## src/rtl/resta_serial_pkg.sv

```systemverilog
// Shared definitions for the bit-serial ripple-borrow subtractor.
package resta_serial_pkg;

    // Default operand/result width.
    localparam int DEF_WIDTH = 8;

    // Control FSM state encoding.
    typedef enum logic [1:0] {
        S_IDLE = 2'd0,
        S_RUN  = 2'd1,
        S_DONE = 2'd2
    } state_t;

endpackage : resta_serial_pkg

```

## src/rtl/resta_serial_restador_completo.sv

```systemverilog
// One-bit full subtractor (d = a ^ b ^ bi, bo = borrow out), built from
// named gate primitives so power analysis can tag each cell.

module xor2_p (
    input  logic a,
    input  logic b,
    output logic y
);
    assign y = a ^ b;
endmodule : xor2_p

module and2_p (
    input  logic a,
    input  logic b,
    output logic y
);
    assign y = a & b;
endmodule : and2_p

module or3_p (
    input  logic a,
    input  logic b,
    input  logic c,
    output logic y
);
    assign y = a | b | c;
endmodule : or3_p

module restador_completo #(
    parameter int PwrC = 0
) (
    input  logic a,
    input  logic b,
    input  logic bi,
    output logic d,
    output logic bo
);
    logic ab_x_s;
    logic na_s;
    logic na_b_s;
    logic na_bi_s;
    logic b_bi_s;

    // The power tag only labels the instance; it never changes the logic.
    if (PwrC != 0) begin : g_pwr_tagged
    end

    // Difference bit.
    xor2_p u_x0 (.a(a),      .b(b),    .y(ab_x_s));
    xor2_p u_x1 (.a(ab_x_s), .b(bi),   .y(d));

    // Inverting a with an XOR keeps the cell set to xor/and/or only.
    xor2_p u_inv (.a(a), .b(1'b1), .y(na_s));

    // Borrow: ~a&b | ~a&bi | b&bi.
    and2_p u_a0 (.a(na_s), .b(b),  .y(na_b_s));
    and2_p u_a1 (.a(na_s), .b(bi), .y(na_bi_s));
    and2_p u_a2 (.a(b),    .b(bi), .y(b_bi_s));
    or3_p  u_o0 (.a(na_b_s), .b(na_bi_s), .c(b_bi_s), .y(bo));

endmodule : restador_completo

```

## src/rtl/resta_serial.sv

```systemverilog
// Bit-serial subtractor: d = a - b - bi computed LSB first, one bit per
// clock through a single full-subtractor cell, with valid/ready on both sides.
module resta_serial
    import resta_serial_pkg::*;
#(
    parameter int WIDTH = DEF_WIDTH,
    parameter int PwrC  = 0
) (
    input  logic             clk,
    input  logic             reset_L,
    input  logic             valid_in,
    output logic             ready_out,
    input  logic [WIDTH-1:0] a,
    input  logic [WIDTH-1:0] b,
    input  logic             bi,
    output logic             valid_out,
    input  logic             ready_in,
    output logic [WIDTH-1:0] d,
    output logic             bo
);
    localparam int CW = $clog2(WIDTH);
    localparam logic [CW-1:0] LAST_BIT = CW'(WIDTH - 1);

    state_t           state_r;
    state_t           state_s;
    logic             accept_s;
    logic             step_s;
    logic             last_s;
    logic             release_s;

    logic [WIDTH-1:0] a_r;
    logic [WIDTH-1:0] b_r;
    logic             brw_r;
    logic [CW-1:0]    cnt_r;
    logic [WIDTH-1:0] d_r;
    logic             bo_r;
    logic             valid_r;
    logic             ready_r;

    logic             dbit_s;
    logic             bout_s;

    // Shared full-subtractor cell working on the bit selected by the counter.
    restador_completo #(
        .PwrC (PwrC)
    ) u_fs (
        .a  (a_r[cnt_r]),
        .b  (b_r[cnt_r]),
        .bi (brw_r),
        .d  (dbit_s),
        .bo (bout_s)
    );

    // Next-state logic and per-cycle datapath strobes.
    always_comb begin
        state_s   = state_r;
        accept_s  = 1'b0;
        step_s    = 1'b0;
        last_s    = 1'b0;
        release_s = 1'b0;
        case (state_r)
            S_IDLE: begin
                if (valid_in) begin
                    accept_s = 1'b1;
                    state_s  = S_RUN;
                end else begin
                    state_s  = S_IDLE;
                end
            end
            S_RUN: begin
                step_s = 1'b1;
                if (cnt_r == LAST_BIT) begin
                    last_s  = 1'b1;
                    state_s = S_DONE;
                end else begin
                    state_s = S_RUN;
                end
            end
            S_DONE: begin
                if (ready_in) begin
                    release_s = 1'b1;
                    state_s   = S_IDLE;
                end else begin
                    state_s   = S_DONE;
                end
            end
            default: begin
                state_s = S_IDLE;
            end
        endcase
    end

    // FSM state register.
    always_ff @(posedge clk or negedge reset_L) begin
        if (!reset_L) begin
            state_r <= S_IDLE;
        end else begin
            state_r <= state_s;
        end
    end

    // Operand capture, serial bit processing and registered handshake outputs.
    always_ff @(posedge clk or negedge reset_L) begin
        if (!reset_L) begin
            a_r     <= {WIDTH{1'b0}};
            b_r     <= {WIDTH{1'b0}};
            brw_r   <= 1'b0;
            cnt_r   <= {CW{1'b0}};
            d_r     <= {WIDTH{1'b0}};
            bo_r    <= 1'b0;
            valid_r <= 1'b0;
            ready_r <= 1'b1;
        end else if (accept_s) begin
            a_r     <= a;
            b_r     <= b;
            brw_r   <= bi;
            cnt_r   <= {CW{1'b0}};
            ready_r <= 1'b0;
        end else if (step_s) begin
            d_r[cnt_r] <= dbit_s;
            brw_r      <= bout_s;
            if (last_s) begin
                // Counter parks on the last bit so it never wraps inside RUN.
                bo_r    <= bout_s;
                valid_r <= 1'b1;
            end else begin
                cnt_r   <= cnt_r + CW'(1);
            end
        end else if (release_s) begin
            valid_r <= 1'b0;
            ready_r <= 1'b1;
        end
    end

    assign ready_out = ready_r;
    assign valid_out = valid_r;
    assign d         = d_r;
    assign bo        = bo_r;

endmodule : resta_serial

```

## config.mk

```make
export PLATFORM = sky130hd
export DESIGN_NAME = resta_serial
export DESIGN_NICKNAME = d
export VERILOG_FILES = /design/src/rtl/resta_serial_pkg.sv /design/src/rtl/resta_serial_restador_completo.sv /design/src/rtl/resta_serial.sv
export SDC_FILE = /design/constraint.sdc
export NUM_CORES = 1
export LEC_CHECK = 0
export CORE_ASPECT_RATIO = 1.75
export CORE_MARGIN = 8
export CORE_UTILIZATION = 37
export DETAILED_ROUTE_END_ITERATION = 6
export PLACE_DENSITY = 0.7
export SYNTH_ARGS = -nofsm -noshare
export SYNTH_HDL_FRONTEND = slang
export SYNTH_HIERARCHICAL = 1
export SYNTH_SLANG_ARGS = --single-unit
```

## constraint.sdc

```tcl
create_clock -name clk -period 3.6 [get_ports clk]
set_clock_uncertainty 0.2 [all_clocks]
set_input_delay 0.72 -clock clk [delete_from_list [all_inputs] [get_ports clk]]
set_output_delay 0.72 -clock clk [all_outputs]
set_load 0.01 [all_outputs]
```

# Word-level counts from Yosys, hierarchy flattened
# Cells that the tools add are included.
# word_totals
regBits	33
latch_bits	0
mem_bits_rw	0
romBits	0
in_bits	21
wordCells	66
mem_count	0
# op_classes
addsub	1
multipliers	0
div_mod_pow	0
order_cmp	2
n_eq_ne	6
n_shift	0
mux	29
n_bitwise	9
n_reduce_logical	10
# op_table
operator	count
$mux W1	19
$mux W3	3
$bwmux W8	1
$bmux W1 S3	2
$pmux W2 S3	1
$reduce_and A2 Y1	3
$reduce_and A3 Y1	2
$reduce_bool A2 Y1	3
$lt A3 B4 Y1 const B	1
$mux W2	2
$ne A2 B2 Y1 const B	2
$add A3 B1 Y3 const B	1
$and A1 B1 Y1	3
$demux W1 S3	1
$eq A3 B3 Y1 const B	1
$ge A3 B1 Y1 const B	1
$eq A2 B1 Y1 const B	1
$eq A2 B2 Y1 const B	1
$logic_not A2 Y1	1
$ne A2 B1 Y1 const B	1
$not A1 Y1	2
$or A1 B1 Y1	2
$xor A1 B1 Y1	2
$logic_and A1 B1 Y1	1

# Logic depth before layout (Yosys ltp)
# Gate-level depths: netlist (run 1).
# logic_depth
word_depth	8
mapped_depth	10
depth_no_buf	8

# Hierarchy
# Netlist (run 1), hierarchy kept.
# modules_own_cells
module	n_inst	cells_each	area_per_inst_um2
resta_serial	1	125	1682.9
xor2_p	3	1	8.8
and2_p	3	1	6.3
or3_p	1	1	6.3
restador_completo	1	1	3.8

# Worst setup path before layout (run 1)
# OpenSTA, ideal clock, no wires.
# synth_timing
kind	register to register
start	reg cnt_r[0]
end	reg bo_r, in the netlist bo
arrival_ns	2.009
t_required_ns	3.275
path_slack_ns	1.266
stages_incl_launch_ff	10
n_path_buf	2
period_less_slack_ns	2.334
path_cell_list	dfrtp_1 -> buf_6 -> buf_4 -> nor4b_1 -> a221oi_2 -> o21ai_1 -> xor2_1 -> and2_1 -> or3_1 -> mux2_2
# synth_via
elab_chain_cells	6
# synth_rtl
element	line	text
start: declaration	resta_serial.sv:34	logic [CW-1:0] cnt_r;
start signal: assignment	resta_serial.sv:108	cnt_r <= {CW{1'b0}};
start signal: assignment	resta_serial.sv:117	cnt_r <= {CW{1'b0}};
start signal: assignment	resta_serial.sv:127	cnt_r <= cnt_r + CW'(1);
$bmux W1 S3	resta_serial.sv:47	.a (a_r[cnt_r]),
$mux W1 (implied by the code)	resta_serial.sv:47	
$not A1 Y1 (no source line)	-	
net u_fs.na_s	resta_serial_restador_completo.sv:39	logic na_s;
$and A1 B1 Y1	resta_serial_restador_completo.sv:17	assign y = a & b;
net u_fs.na_bi_s	resta_serial_restador_completo.sv:41	logic na_bi_s;
$or A1 B1 Y1 (2 in a row)	resta_serial_restador_completo.sv:26	assign y = a | b | c;
net bout_s	resta_serial.sv:41	logic bout_s;
end signal: assignment	resta_serial.sv:124	bo_r <= bout_s;
end: declaration	resta_serial.sv:36	logic bo_r;
# The timed path passes the listed nets, and every way through them passes these cells. The select of a mux whose other input is x is not followed.
# A chain may end at the register's enable or synchronous reset.

# Worst setup path after layout (run 1)
# layout_timing
start	reg cnt_r[0]
end	reg brw_r
# layout_via
elab_chain_cells	8
# layout_rtl
element	line	text
$bmux W1 S3	resta_serial.sv:47	
$mux W1 (implied by the code)	resta_serial.sv:47	
$not A1 Y1 (no source line)	-	
net u_fs.na_s	resta_serial_restador_completo.sv:39	
$and A1 B1 Y1	resta_serial_restador_completo.sv:17	
net u_fs.na_bi_s	resta_serial_restador_completo.sv:41	
$or A1 B1 Y1 (2 in a row)	resta_serial_restador_completo.sv:26	
net bout_s	resta_serial.sv:41	
$mux W1	resta_serial.sv:119	end else if (step_s) begin
$mux W1	resta_serial.sv:113	end else if (accept_s) begin
end signal: assignment	resta_serial.sv:116	brw_r <= bi;
end signal: assignment	resta_serial.sv:121	brw_r <= bout_s;
end: declaration	resta_serial.sv:33	logic brw_r;
# The timed path passes the listed nets, and every way through them passes these cells. The select of a mux whose other input is x is not followed.

==> impl_results.md, run 1 <==
* Status: finished clean
* Slew Limit Fails at 0
* PortBufs at 31
* Ys Warns at 6
* Worst skew pair latency at 290 ps
* Root Driver: clkbuf_8
* Number of synthesized flops with an enable pin at 0
* Most common flop cell mapped by yosys: dfrtp_1
* Max Fclk at around 370 MHz
* Share of cells above drive strength 1 at 26.7%
* Nets at 187
* Synth unique cells at 38
* Hold_ws at just under 300 ps
* Synthesized Nets at 156
* Syn Std Cell Area at 1740 sq um
* RSZ-0062 raised after global routing: no
* Relative slew margins at 58.2%
* CP Class: reg2reg
* Grt total ovfl at 0
* CP arrival at 2670 ps
* GR Util met1 at 10.0%
* Register area share after synthesis at between 40% and 50%
* Cts bufs inserted at 5
* Cell area power density at 926 nW/um^2
* Placer Congestion at around 0.81
* Transition time of the tightest slew-check pin at about 630 ps
* Final Hold Viols at 0
* GRT Overall Usage at 10.1%
* H-tree depth at 2
* Vias per cell at approximately 5.2
* Post-CTS Hold Fix Bufs at 0
* Cells after Synth at roughly 130
* First-pass GRT wire length at 5640 um
* Static Leak at 0.916 nW
* Rows at 33
* FF+latch count, synth at 33
* Crit path max fanout at 17
* Post-CTS setup buffers at 0
* Asr flop ratio synth at 100%
* Post-cts sizing count at 0
* Met2 Track Usage GR at 17.8%
* Die height at roughly 110 um
* Fin util at 46.2%
* First DRT Iteration DRCs at 28
* Chip width at 67.8 um
* Setup TNS Final at 0 ps
* CP startpoint kind: flop
* GRT busiest layer: met2
* Met3 Usage GRT at 3.03%
* Placed insts at 209
* CTS sink cnt at 33
* DRC at 0
* Largest net degree at the start of global routing at 34
* Antenna Violating Nets Remaining at 0
* Buffer levels on the longest clock path at 2
* Layout Cells excl Fill at 217
* Die area at 7230 sq um
* Maxcap violations at 0
* DRT Wirelength at 3360 um
* CTS tree: yes
* Synthesis-to-layout area growth at 23.0%
* Core area at roughly 4600 sq um
* Clock-pin slew of the registers on the worst-case setup and hold paths at 70 ps
* Initial antenna violation count at 0
* Req. time, crit path at 3560 ps
* Final Cycle Share at 75.4%
* DPL Wire Length at 2620 um
* Vias in the first global route at 1262
* Fin crit period at 2710 ps
* Mean area per synthesized cell at approximately 13 sq um
* Worst Hold Class: reg2reg
* Initial Utilization at a little under two fifths
* Drt first pass iters at 4
* Peak supply drop at 0.582 mV
* Critical path endpoint category: flop
* Finish-stage setup viols at 0
* I/O Pins at 32
* Vias at 1134
* # diodes at 0
* Wirelength per Cell at 15.5 um
[layout make-up]
class                   count  area, sq um
repair buffers             32          318
clock inverters             1         5.00
inverters                   4         15.0
fillers                   423         2490
well taps                  52         65.1
clock buffers               7         96.3
multi-input cells          88          812
flip-flops and latches     33          827
[flip-flops by register name, summed over array words and instances, names as in the netlist, 2 cells and up]
| name | count |
|---|---|
| b_r | 8 |
| d | 8 |
| state_r | 2 |
| cnt_r | 3 |
| a_r | 8 |
[power by group]
part	total [mW]	switching, mW	internal, mW	leakage [nW]
clock network	0.305	0.132	0.173	0.0542
registers	0.745	0.190	0.555	0.392
logic	0.931	0.388	0.543	0.470
total	1.98	0.710	1.27	0.916
[worst paths after layout]
kind	to	from	depth (start not counted)	slack (ps)
max	brw_r	cnt_r[0]	8	890
min	d[0]	d[0]	1	290
max reg2reg	brw_r	cnt_r[0]	8	890
min reg2reg	d[0]	d[0]	1	290
max in group asynchronous	ready_out	reset_L	2	2260
min in group asynchronous	brw_r	reset_L	2	620
[per-stage QoR]
stage          total power [mW]  cell area (sq um)  setup WS [ps]
6_report                   1.98               2140            887
5_1_grt                    2.12               2140            734
4_1_cts                    2.00               2140            893
3_5_place_dp               1.69               2040            902
3_3_place_gp               1.65               2040           1030
2_1_floorplan              1.43               1740           1270
[synthesized netlist by cell type (3+ instances only)]
library cell | count | area [sq um]
dfrtp_1 | 32 | 801
mux2_2 | 14 | 158
mux2_4 | 12 | 180
nand2_1 | 7 | 26.3
a21oi_1 | 6 | 30.0
buf_6 | 4 | 45.0
inv_1 | 4 | 15.0
mux2_1 | 4 | 45.0
nor2_1 | 4 | 15.0
a22oi_1 | 3 | 22.5
and2_1 | 3 | 18.8
nor2b_4 | 3 | 41.3
o2bb2ai_1 | 3 | 26.3
xor2_1 | 3 | 26.3
[placed cells by master (no fill, tap or decap), drive strengths merged, types with 4 or more instances in the layout]
cell / n
dfrtp: 32
clkdlybuf4s50: 31
mux2: 30
nand2: 7
clkbuf: 7
a21oi: 6
nor2: 5
inv: 4
nor2b: 4
and2: 4
o21ai: 4
[metal layers]
layer  wire [um]  share of wire (%)
met1        1270                 38
met2        1840                 55
met3         174                5.2
met4          80                2.4
met5           0                  0
[cells by family (layout without fill, tap and decap cells)]
logic type                 Yosys count  after routing  share of synthesized area [%]
AOI/OAI and AO/OA                   22             22                           8.86
xor gates and xnor gates             3              3                           1.51
adders and majority gates            2              2                           1.44
buffers and inverters               12             44                           5.69
DFF                                 33             33                           47.6
muxes                               31             31                           22.6
other                                1              1                          0.216
and+or+nand+nor                     29             29                           12.1
[worst max-delay path: stages (launching register included)]
cell	delay, ps
dfrtp_1	740
mux2i_1	150
mux2_2	290
o21ai_1	220
xor2_1	120
and2_1	170
or3_1	410
a22oi_1	160
o21ai_0	110
Power figures use the tool's default switching activity.
==> inputs of run 2 (changes only) <==
--- a/config.mk
+++ b/config.mk
@@ -9,7 +9,7 @@
 export CORE_MARGIN = 8
 export CORE_UTILIZATION = 37
 export DETAILED_ROUTE_END_ITERATION = 6
-export PLACE_DENSITY = 0.7
+export PLACE_DENSITY = 0.72
 export SYNTH_ARGS = -nofsm -noshare
 export SYNTH_HDL_FRONTEND = slang
 export SYNTH_HIERARCHICAL = 1
==> constraint.sdc (replaced) <==
create_clock -name clk -period 2.4 [get_ports clk]
set_clock_uncertainty 0.2 [all_clocks]
set_input_delay 0.48 -clock clk [delete_from_list [all_inputs] [get_ports clk]]
set_output_delay 0.48 -clock clk [all_outputs]
set_load 0.01 [all_outputs]
==> run 2 against run 1 <==
Against the previous run:
- sequential power is 46% higher
- wire length is 9.1% higher
- first-iteration DRC count shrank 11%
- clock power grew 50%
- sequential share of layout area is 0.89 points lower
- non-clock buffer count increased by 6
- count of clock-buffer cells in the layout unchanged
- core utilization increased by 1.3 points
==> impl_results.md, run 2 (synthesis results as in run 1) <==
* DPL Wire Length at 2750 um (+5.1%)
* Maxcap violations at 0 (unchanged)
* First-pass GRT wire length at 6000 um (+6.4%)
* CP Class: reg2reg
* PnR worst setup slack at 61.7 ps (-826 ps)
* Wirelength per Cell at 16.5 um (+6.2%)
* Clock-pin slew of the registers on the worst-case setup and hold paths at 70 ps (about the same)
* Core area at 4620 sq um (unchanged)
* RSZ-0062 raised after global routing: yes
* Fin crit period at 2340 ps (-374 ps)
* DRT Wirelength at 3670 um (+9.1%)
* Critical path endpoint category: flop
* I/O Pins at 32 (unchanged)
* Nets at 193 (+3.2%)
* GRT Overall Usage at 10.7% (+0.60 points)
* Sequential group share of total power at 34.6% (-3.0 points)
* Final Cycle Share at 97.4% (+22 points)
* Int Pwr at 2.03 mW (+60%)
* Placed insts at 214 (+2.4%)
* Rows at 33 (unchanged)
* CP arrival at 2310 ps (-360 ps)
* Share of cells above drive strength 1 at 32.2% (+5.5 points)
* Relative slew margins at 63.9% (+5.6 points)
* Grt total ovfl at 0 (unchanged)
* Status: finished clean
* Layout Cells excl Fill at 223 (+2.8%)
* DRC at 0 (unchanged)
* Buffer levels on the longest clock path at 2 (unchanged)
* Post-CTS Hold Fix Bufs at 0 (unchanged)
* Switching Fraction at 35.8% (-0.072 points)
* Req. time, crit path at 2370 ps (-1190 ps)
* Drt first pass iters at 4 (unchanged)
* Most common cell after layout, fill and taps aside: clkdlybuf4s50_1
* Placer Congestion at 0.904 (+12%)
* Cts bufs inserted at 5 (unchanged)
* Vias at 1183 (+4.3%)
* Vias in the first global route at 1272 (+0.79%)
* Vias per cell at 5.30 (+1.5%)
* Final Hold Viols at 0 (unchanged)
* Net switching power at 1.13 mW (+59%)
* Die area at 7230 sq um (unchanged)
* Worst skew pair latency at 290 ps (about the same)
* Die height at 107 um (unchanged)
* H-tree depth at 2 (unchanged)
* Crit path max fanout at 9 (-8)
* CTS sink cnt at 33 (unchanged)
* Initial Utilization at 37.6% (unchanged)
* Cell area power density at 1440 nW/um^2 (+55%)
* Finish-stage setup viols at 0 (unchanged)
* Power Total at 3.16 mW (+60%)
* Root Driver: clkbuf_8
* Hold_ws at 302 ps (+9.19 ps)
* Peak supply drop at 0.906 mV (+56%)
* Placed cell area at 2070 sq um (+1.8%)
* Slew Limit Fails at 0 (unchanged)
* Largest net degree at the start of global routing at 34 (unchanged)
* Static Leak at 0.946 nW (+3.3%)
* Post-Place Setup Slack at 17.7 ps (-885 ps)
* Worst Hold Class: reg2reg
* Logic pwr share at 51.0% (+4.0 points)
* Transition time of the tightest slew-check pin at 542 ps (-84.3 ps)
* Antenna Violating Nets Remaining at 0 (unchanged)
* Initial antenna violation count at 0 (unchanged)
* Final Cell Area at 2200 sq um (+2.8%)
* Fin util at 47.5% (+1.3 points)
* Chip width at 67.8 um (unchanged)
* CTS tree: yes
* Max Fclk at 428 MHz (+16%)
* Clock share of power at 14.5% (-0.9 points)
* First DRT Iteration DRCs at 25 (-11%)
* CP startpoint kind: flop
* Commonest cells after routing, fill and taps aside: 31 x clkdlybuf4s50_1, 29 x dfrtp_1, 14 x mux2_2
* Setup TNS Final at 0 ps (unchanged)
* # diodes at 0 (unchanged)
* Synthesis-to-layout area growth at 26.5%
* PortBufs at 31 (unchanged)
run 2: changes by cell type in the layout (fill, tap and decap cells not counted), sizes merged:
cell | before | now
buf | 1 | 7
run 2: power by group through the flow:
stage               sequential, mW  clock [mW]  combinational, mW
global route                  1.12       0.498               1.77
global placement              1.08           0               1.51
detailed placement            1.09           0               1.57
finish                        1.09       0.458               1.61
floorplan                    0.997           0               1.15
CTS                           1.08       0.473               1.59
run 2: path summary, 6_finish.rpt:
path	startpoint	endpoint	slack, ps	depth (start not counted)
max	cnt_r[0]	d[4]	60	7
min	d[4]	d[4]	300	1
max reg2reg	cnt_r[0]	d[4]	60	7
min reg2reg	d[4]	d[4]	300	1
max in group asynchronous	reset_L	ready_out	1280	2
min in group asynchronous	reset_L	bo	390	2
run 2: metal layers:
layer / vias to the layer above / track usage (%) / part of all wire (%)
met5: - / 0 / 0
met4: 0 / 5.60 / 2.9
met2: 33 / 18.6 / 54
met3: 10 / 3.34 / 5.3
li1: 543 / - / -
met1: 597 / 10.8 / 37
run 2: final cells by class:
class	count	area [sq um]
Multi-Input combinational cell	88	823
Tap cell	52	65.1
Clock inverter	1	5.00
Fill cell	435	2430
Sequential cell	33	831
Inverter	4	15.0
Clock buffer	7	96.3
Timing Repair Buffer	38	363
run 2: critical path: stages (launching register included):
cell and delay [ps]:
dfrtp_2 480, mux2_2 370, a221oi_2 290, o21ai_2 130, xor2_1 160, xor2_1 150
buf_4 160, mux2_1 280
run 2: repair_timing:
action                     CTS  global route
setup buffers                0             1
setup endpoints to repair    0            10
gates resized for setup      0             6
